===== src/rtl/pipe_skid_reg.sv =====
// Two-entry skid-buffered pipeline register (main + skid) with flush and NOP bubble output.
// Optional stall/flush statistics counters are enabled by defining PIPE_SKID_STATS_EN.
module pipe_skid_reg #(
  parameter int                DATA_W = 96,
  parameter logic [DATA_W-1:0] BUBBLE = {64'h0, 32'h00000013}
) (
  input  logic              clk,
  input  logic              rst,
  input  logic              flush,
  input  logic              in_valid,
  output logic              in_ready,
  input  logic [DATA_W-1:0] in_data,
  output logic              out_valid,
  input  logic              out_ready,
  output logic [DATA_W-1:0] out_data,
`ifdef PIPE_SKID_STATS_EN
  output logic [31:0]       stall_cnt,
  output logic [15:0]       flush_cnt,
`endif
  output logic [1:0]        dbg_state
);

  typedef enum logic [1:0] {
    ST_EMPTY = 2'd0,
    ST_ONE   = 2'd1,
    ST_FULL  = 2'd2
  } state_t;

  state_t            state_q, state_d;
  logic [DATA_W-1:0] main_q, main_d;
  logic [DATA_W-1:0] skid_q, skid_d;
  logic              main_vld;
  logic              skid_vld;
  logic              in_fire;
  logic              out_fire;

  // Handshake: a beat transfers on a port in any cycle where valid and ready
  // are both high at the rising edge; valid never waits on ready.
  assign main_vld  = (state_q != ST_EMPTY);
  assign skid_vld  = (state_q == ST_FULL);
  assign in_ready  = !skid_vld;
  assign out_valid = main_vld;
  assign out_data  = main_vld ? main_q : BUBBLE;
  assign in_fire   = in_valid && in_ready;
  assign out_fire  = out_valid && out_ready;
  assign dbg_state = state_q;

  always_comb begin
    state_d = state_q;
    main_d  = main_q;
    skid_d  = skid_q;
    case (state_q)
      ST_EMPTY: begin
        if (in_fire) begin
          main_d  = in_data;
          state_d = ST_ONE;
        end
      end
      ST_ONE: begin
        if (in_fire && out_fire) begin
          main_d = in_data;
        end else if (in_fire) begin
          skid_d  = in_data;
          state_d = ST_FULL;
        end else if (out_fire) begin
          state_d = ST_EMPTY;
        end
      end
      ST_FULL: begin
        if (out_fire) begin
          main_d  = skid_q;
          state_d = ST_ONE;
        end
      end
      default: state_d = ST_EMPTY;
    endcase
    // A flush drops everything held; an output fire this cycle has already left.
    if (flush) begin
      state_d = ST_EMPTY;
    end
  end

  always_ff @(posedge clk) begin
    if (rst) begin
      state_q <= ST_EMPTY;
    end else begin
      state_q <= state_d;
    end
    main_q <= main_d;
    skid_q <= skid_d;
  end

`ifdef PIPE_SKID_STATS_EN
  logic [31:0] stall_cnt_q, stall_cnt_d;
  logic [15:0] flush_cnt_q, flush_cnt_d;

  always_comb begin
    stall_cnt_d = stall_cnt_q;
    flush_cnt_d = flush_cnt_q;
    if (out_valid && !out_ready && (stall_cnt_q != 32'hFFFF_FFFF)) begin
      stall_cnt_d = stall_cnt_q + 32'd1;
    end
    if (flush && (flush_cnt_q != 16'hFFFF)) begin
      flush_cnt_d = flush_cnt_q + 16'd1;
    end
  end

  always_ff @(posedge clk) begin
    if (rst) begin
      stall_cnt_q <= 32'd0;
      flush_cnt_q <= 16'd0;
    end else begin
      stall_cnt_q <= stall_cnt_d;
      flush_cnt_q <= flush_cnt_d;
    end
  end

  assign stall_cnt = stall_cnt_q;
  assign flush_cnt = flush_cnt_q;
`endif

endmodule


===== config.mk =====
export PLATFORM = sky130hd
export DESIGN_NAME = pipe_skid_reg
export DESIGN_NICKNAME = d
export VERILOG_FILES = /design/src/rtl/pipe_skid_reg.sv
export SDC_FILE = /design/constraint.sdc
export NUM_CORES = 1
export LEC_CHECK = 0
export BUFFER_PORTS_ARGS = -buffer_cell sky130_fd_sc_hd__buf_2
export CORE_UTILIZATION = 35
export DETAILED_ROUTE_END_ITERATION = 10
export HOLD_SLACK_MARGIN = 0.05
export PLACE_DENSITY = 0.57
export SLEW_MARGIN = 0
export SYNTH_ARGS = -nofsm -noshare
export SYNTH_HDL_FRONTEND = slang
export SYNTH_SLANG_ARGS = --single-unit

===== constraint.sdc =====
create_clock -name clk -period 13.4 [get_ports clk]
set_clock_uncertainty 0.1 [all_clocks]
set_input_delay 2.01 -clock clk [delete_from_list [all_inputs] [get_ports clk]]
set_output_delay 2.01 -clock clk [all_outputs]
set_load 0.05 [all_outputs]

==> impl_metrics.prom <==
# TYPE chip_impl_metric gauge
chip_impl_info{name="outcome",value="finished clean"} 1
chip_impl_metric{name="wl_per_cell",unit="um"} 16.7
chip_impl_metric{name="clk_pin_slew",unit="ns"} 0.07
chip_impl_metric{name="mappedNetlistArea",unit="sq um"} 7790
chip_impl_metric{name="worst_case_headroom_to_the_max_slew_limit",unit="%"} 47.3
chip_impl_metric{name="worst-r2r-cell-count",unit=""} 4
chip_impl_metric{name="met2_usage",unit="%"} 20.1
chip_impl_metric{name="post_synth_inst_count",unit=""} 421
chip_impl_metric{name="critPathMaxFanout",unit=""} 97
chip_impl_info{name="setup.worst_path.start_class",value="flip-flop"} 1
chip_impl_metric{name="drtPass1Iterations",unit=""} 4
chip_impl_metric{name="clock_tree.htree_level_count",unit=""} 4
chip_impl_info{name="ws_path_type",value="flip-flop to output port"} 1
chip_impl_metric{name="final_weighted_congestion_in_routability_driven_placement",unit=""} 0.717
chip_impl_metric{name="period_minus_slack",unit="ns"} 4.41
chip_impl_info{name="regToRegEndpoint",value="main_q[25]"} 1
chip_impl_metric{name="initial_core_util",unit="%"} 35.7
chip_impl_metric{name="synth.distinct_cells",unit=""} 21
chip_impl_metric{name="final.fill_count",unit=""} 1963
chip_impl_metric{name="seq_area",unit="sq um"} 5810
chip_impl_metric{name="drt-total-wl",unit="mm"} 15.3
chip_impl_metric{name="cts_setup_buffers",unit=""} 0
chip_impl_metric{name="finalInstanceArea",unit="sq um"} 9670
chip_impl_metric{name="dieArea",unit="sq um"} 22900
chip_impl_metric{name="cts-hold-fix-buffers",unit=""} 0
chip_impl_info{name="synth_top_area_cell",value="sky130_fd_sc_hd__edfxtp_1"} 1
chip_impl_metric{name="area.growth.synth_to_final",unit="%"} 24.1
chip_impl_metric{name="post-layout-total-power",unit="uW"} 1310
chip_impl_metric{name="grt_util_met1",unit="%"} 18.9
chip_impl_metric{name="dieWidth",unit="um"} 151
chip_impl_info{name="endpoint_kind",value="output port"} 1
chip_impl_metric{name="worstMarginPinSlew",unit="ns"} 0.790
chip_impl_info{name="setup.worst_path.start",value="dbg_state[0]"} 1
chip_impl_metric{name="grt_pass1_wl",unit="mm"} 23.1
chip_impl_metric{name="power_density",unit="nW/um^2"} 136
chip_impl_metric{name="io_pins",unit=""} 201
chip_impl_metric{name="final.period_utilization",unit="%"} 32.9
chip_impl_metric{name="multiInputGateArea",unit="sq um"} 1850
chip_impl_metric{name="gr-usage-all-layers",unit="%"} 13.7
chip_impl_info{name="tritoncts_clock_tree",value="built"} 1
chip_impl_metric{name="core-area",unit="sq um"} 21800
chip_impl_metric{name="placement.io_buffers",unit=""} 200
chip_impl_metric{name="place_area",unit="sq um"} 9070
chip_impl_metric{name="dp_hpwl",unit="mm"} 9.85
chip_impl_metric{name="critical_path_required",unit="ns"} 11.29
chip_impl_metric{name="synthesis.nets",unit=""} 522
chip_impl_metric{name="worst_setup_slack_post_dpl",unit="ns"} 9.04
chip_impl_metric{name="std_cell_rows",unit=""} 54
chip_impl_info{name="post_synth_main_area_contributors",value="sky130_fd_sc_hd__edfxtp_1 (74%), sky130_fd_sc_hd__mux2_2 (11%), sky130_fd_sc_hd__and2_1 (7.5%), sky130_fd_sc_hd__mux2_4 (3.5%), sky130_fd_sc_hd__buf_4 (0.67%)"} 1
chip_impl_metric{name="setup_slack",unit="ns"} 8.99
chip_impl_metric{name="final-max-slew-violation-count",unit=""} 0
chip_impl_metric{name="synth_warnings",unit=""} 0
chip_impl_info{name="reg_to_reg_critical_path_startpoint",value="dbg_state[1]"} 1
chip_impl_metric{name="grt_start_max_net_pins",unit=""} 98
chip_impl_metric{name="drcViolationCount",unit=""} 0
chip_impl_info{name="unrepaired_setup_endpoints_after_global_routing",value="no"} 1
chip_impl_metric{name="drt.antenna.violating_nets",unit=""} 0
chip_impl_metric{name="drt-initial-drc-count",unit=""} 206
chip_impl_info{name="timing.hold.worst.class",value="flip-flop to flip-flop"} 1
chip_impl_metric{name="timing.setup.tns",unit="ns"} 0
chip_impl_metric{name="finish.net_count",unit=""} 726
chip_impl_metric{name="grt_util_met3",unit="%"} 4.91
chip_impl_metric{name="syn_avg_cell_area",unit="sq um"} 18.5
chip_impl_metric{name="finalHoldViolations",unit=""} 0
chip_impl_metric{name="fp.dieH",unit="um"} 151
chip_impl_info{name="end_point_of_the_critical_path",value="out_data[43]"} 1
chip_impl_metric{name="clock.fmax",unit="GHz"} 0.227
chip_impl_metric{name="numCtsBuffers",unit=""} 17
chip_impl_metric{name="post_cts_resize_count",unit=""} 0
chip_impl_metric{name="worst-r2r-setup-slack",unit="ns"} 10.69
chip_impl_metric{name="clk_path_buf_depth",unit=""} 2
chip_impl_metric{name="timing.final.setup_violations",unit=""} 0
chip_impl_metric{name="power_leakage",unit="uW"} 0.00377
chip_impl_metric{name="synth.ff_latch_count",unit=""} 194
chip_impl_metric{name="seq_area_frac_synth",unit="%"} 74.5
chip_impl_info{name="crit_path_cell_trace",value="or2_2 > buf_4 > and2_1 > buf_2"} 1
chip_impl_info{name="globalRoute.busiestLayer",value="met2"} 1
chip_impl_metric{name="critical_path_arrival",unit="ns"} 2.30
chip_impl_metric{name="numClockSinks",unit=""} 194
chip_impl_metric{name="cp_slowest_stage_delay",unit="ns"} 0.60
chip_impl_info{name="clk_root_buffer_cell",value="sky130_fd_sc_hd__clkbuf_16"} 1
chip_impl_metric{name="post_drt_via_cell_ratio",unit=""} 4.56
chip_impl_info{name="critical_path.slowest_cell",value="sky130_fd_sc_hd__buf_4"} 1
chip_impl_metric{name="final_layout_size_suffix_gt1_share",unit="%"} 53.1
chip_impl_metric{name="worstSkewPairLatency",unit="ns"} 0.42
chip_impl_metric{name="grt_antenna_before_repair",unit=""} 1
chip_impl_metric{name="via_count_of_the_first_global_routing_pass",unit=""} 4210
chip_impl_metric{name="globalRoute.totalOverflow",unit=""} 0
chip_impl_metric{name="max-cap-violations",unit=""} 0
chip_impl_metric{name="vdd_ir_drop_max",unit="uV"} 81.4
chip_impl_metric{name="route.vias.total",unit=""} 4194
chip_impl_metric{name="synth_top_cell_area_share",unit="%"} 74.0
==> synthesized netlist by cell type <==
| cell | instances |
|---|---|
| sky130_fd_sc_hd__clkbuf_1 | 6 |
| sky130_fd_sc_hd__clkbuf_2 | 4 |
| sky130_fd_sc_hd__buf_4 | 7 |
| sky130_fd_sc_hd__a211oi_1 | 1 |
| sky130_fd_sc_hd__inv_1 | 1 |
| sky130_fd_sc_hd__mux2_2 | 78 |
| sky130_fd_sc_hd__o21ai_0 | 1 |
| sky130_fd_sc_hd__buf_2 | 1 |
| sky130_fd_sc_hd__or2_1 | 1 |
| sky130_fd_sc_hd__buf_8 | 2 |
| sky130_fd_sc_hd__o32a_1 | 1 |
| sky130_fd_sc_hd__edfxtp_1 | 192 |
| sky130_fd_sc_hd__nor4_2 | 1 |
| sky130_fd_sc_hd__and2_1 | 93 |
| sky130_fd_sc_hd__nand2_1 | 2 |
| sky130_fd_sc_hd__mux2_4 | 18 |
| sky130_fd_sc_hd__nor2b_1 | 3 |
| sky130_fd_sc_hd__dfxtp_1 | 2 |
| sky130_fd_sc_hd__buf_6 | 2 |
| sky130_fd_sc_hd__a21oi_1 | 1 |
| sky130_fd_sc_hd__nand2b_1 | 4 |
==> critical path, delay by kind of cell, from the launching register on <==
family                 cells  cell delay (ns)
buffers and inverters      2             0.87
flip-flops                 1             0.54
AND/OR/NAND/NOR            2             0.40
==> metal layers <==
metal	routed length, um	vias to the layer above
met5	0	-
met4	179	0
met3	1250	17
li1	-	1975
met1	7020	2052
met2	6880	150
==> final cells by class <==
type / instances / area share (%)
diodes: 1 / 0.0259
clock buffers: 17 / 4.40
clock inverters: 15 / 1.77
inverters: 1 / 0.0388
multi-input cells: 204 / 19.2
flip-flops and latches: 194 / 60.1
well taps: 280 / 3.62
repair buffers: 207 / 10.9
==> layout by cell type, fill, tap and decap left out, types with 3 or more instances in the layout <==
master | netlist | layout
sky130_fd_sc_hd__mux2_4 | 18 | 18
sky130_fd_sc_hd__and2_1 | 93 | 93
sky130_fd_sc_hd__edfxtp_1 | 192 | 192
sky130_fd_sc_hd__buf_4 | 7 | 7
sky130_fd_sc_hd__mux2_2 | 78 | 78
sky130_fd_sc_hd__buf_2 | 1 | 200
sky130_fd_sc_hd__clkbuf_16 | 0 | 17
sky130_fd_sc_hd__inv_8 | 0 | 3
sky130_fd_sc_hd__nand2b_1 | 4 | 4
sky130_fd_sc_hd__clkinv_4 | 0 | 3
sky130_fd_sc_hd__inv_6 | 0 | 4
==> logic make-up (layout without fill, tap and decap cells) <==
group / count (synthesis) / in the layout / share of synthesized area [%]
other: 0 / 1 / 0
AND/OR/NAND/NOR: 104 / 104 / 8.37
flip-flops: 194 / 194 / 74.5
multiplexers: 96 / 96 / 14.7
buffers and inverters: 23 / 240 / 2.01
AO/OA/AOI/OAI: 4 / 4 / 0.353
==> flip-flops by register name (all words and copies together), names as in the netlist <==
| signal | flops |
|---|---|
| skid_q | 96 |
| main_q | 96 |
| dbg_state | 2 |
==> through the flow <==
stage | util, % | hold slack, ns | std cells
after floorplan | - | 0.423 | 421
after global placement | 41.5 | 0.427 | 886
after detailed placement | 41.5 | 0.432 | 886
after CTS | 44.3 | 0.450 | 918
after global routing | 44.3 | 0.456 | 918
final | 44.3 | 0.447 | 919
==> worst min-delay path by stage <==
stage                 endpoint  startpoint  depth (start not counted)
finish              main_q[88]  skid_q[88]                          1
global route        main_q[27]  skid_q[27]                          1
CTS                 main_q[30]  skid_q[30]                          1
detailed placement  main_q[80]  skid_q[80]                          1
global placement    main_q[25]  skid_q[25]                          1
floorplan            main_q[0]   skid_q[0]                          1
==> report_power, final <==
| group | internal, uW | switching, uW | total, uW |
|---|---|---|---|
| Clock | 281 | 231 | 513 |
| Sequential | 692 | 5.08 | 697 |
| Combinational | 36.1 | 68.1 | 104 |
Power figures use the tool's default switching activity.
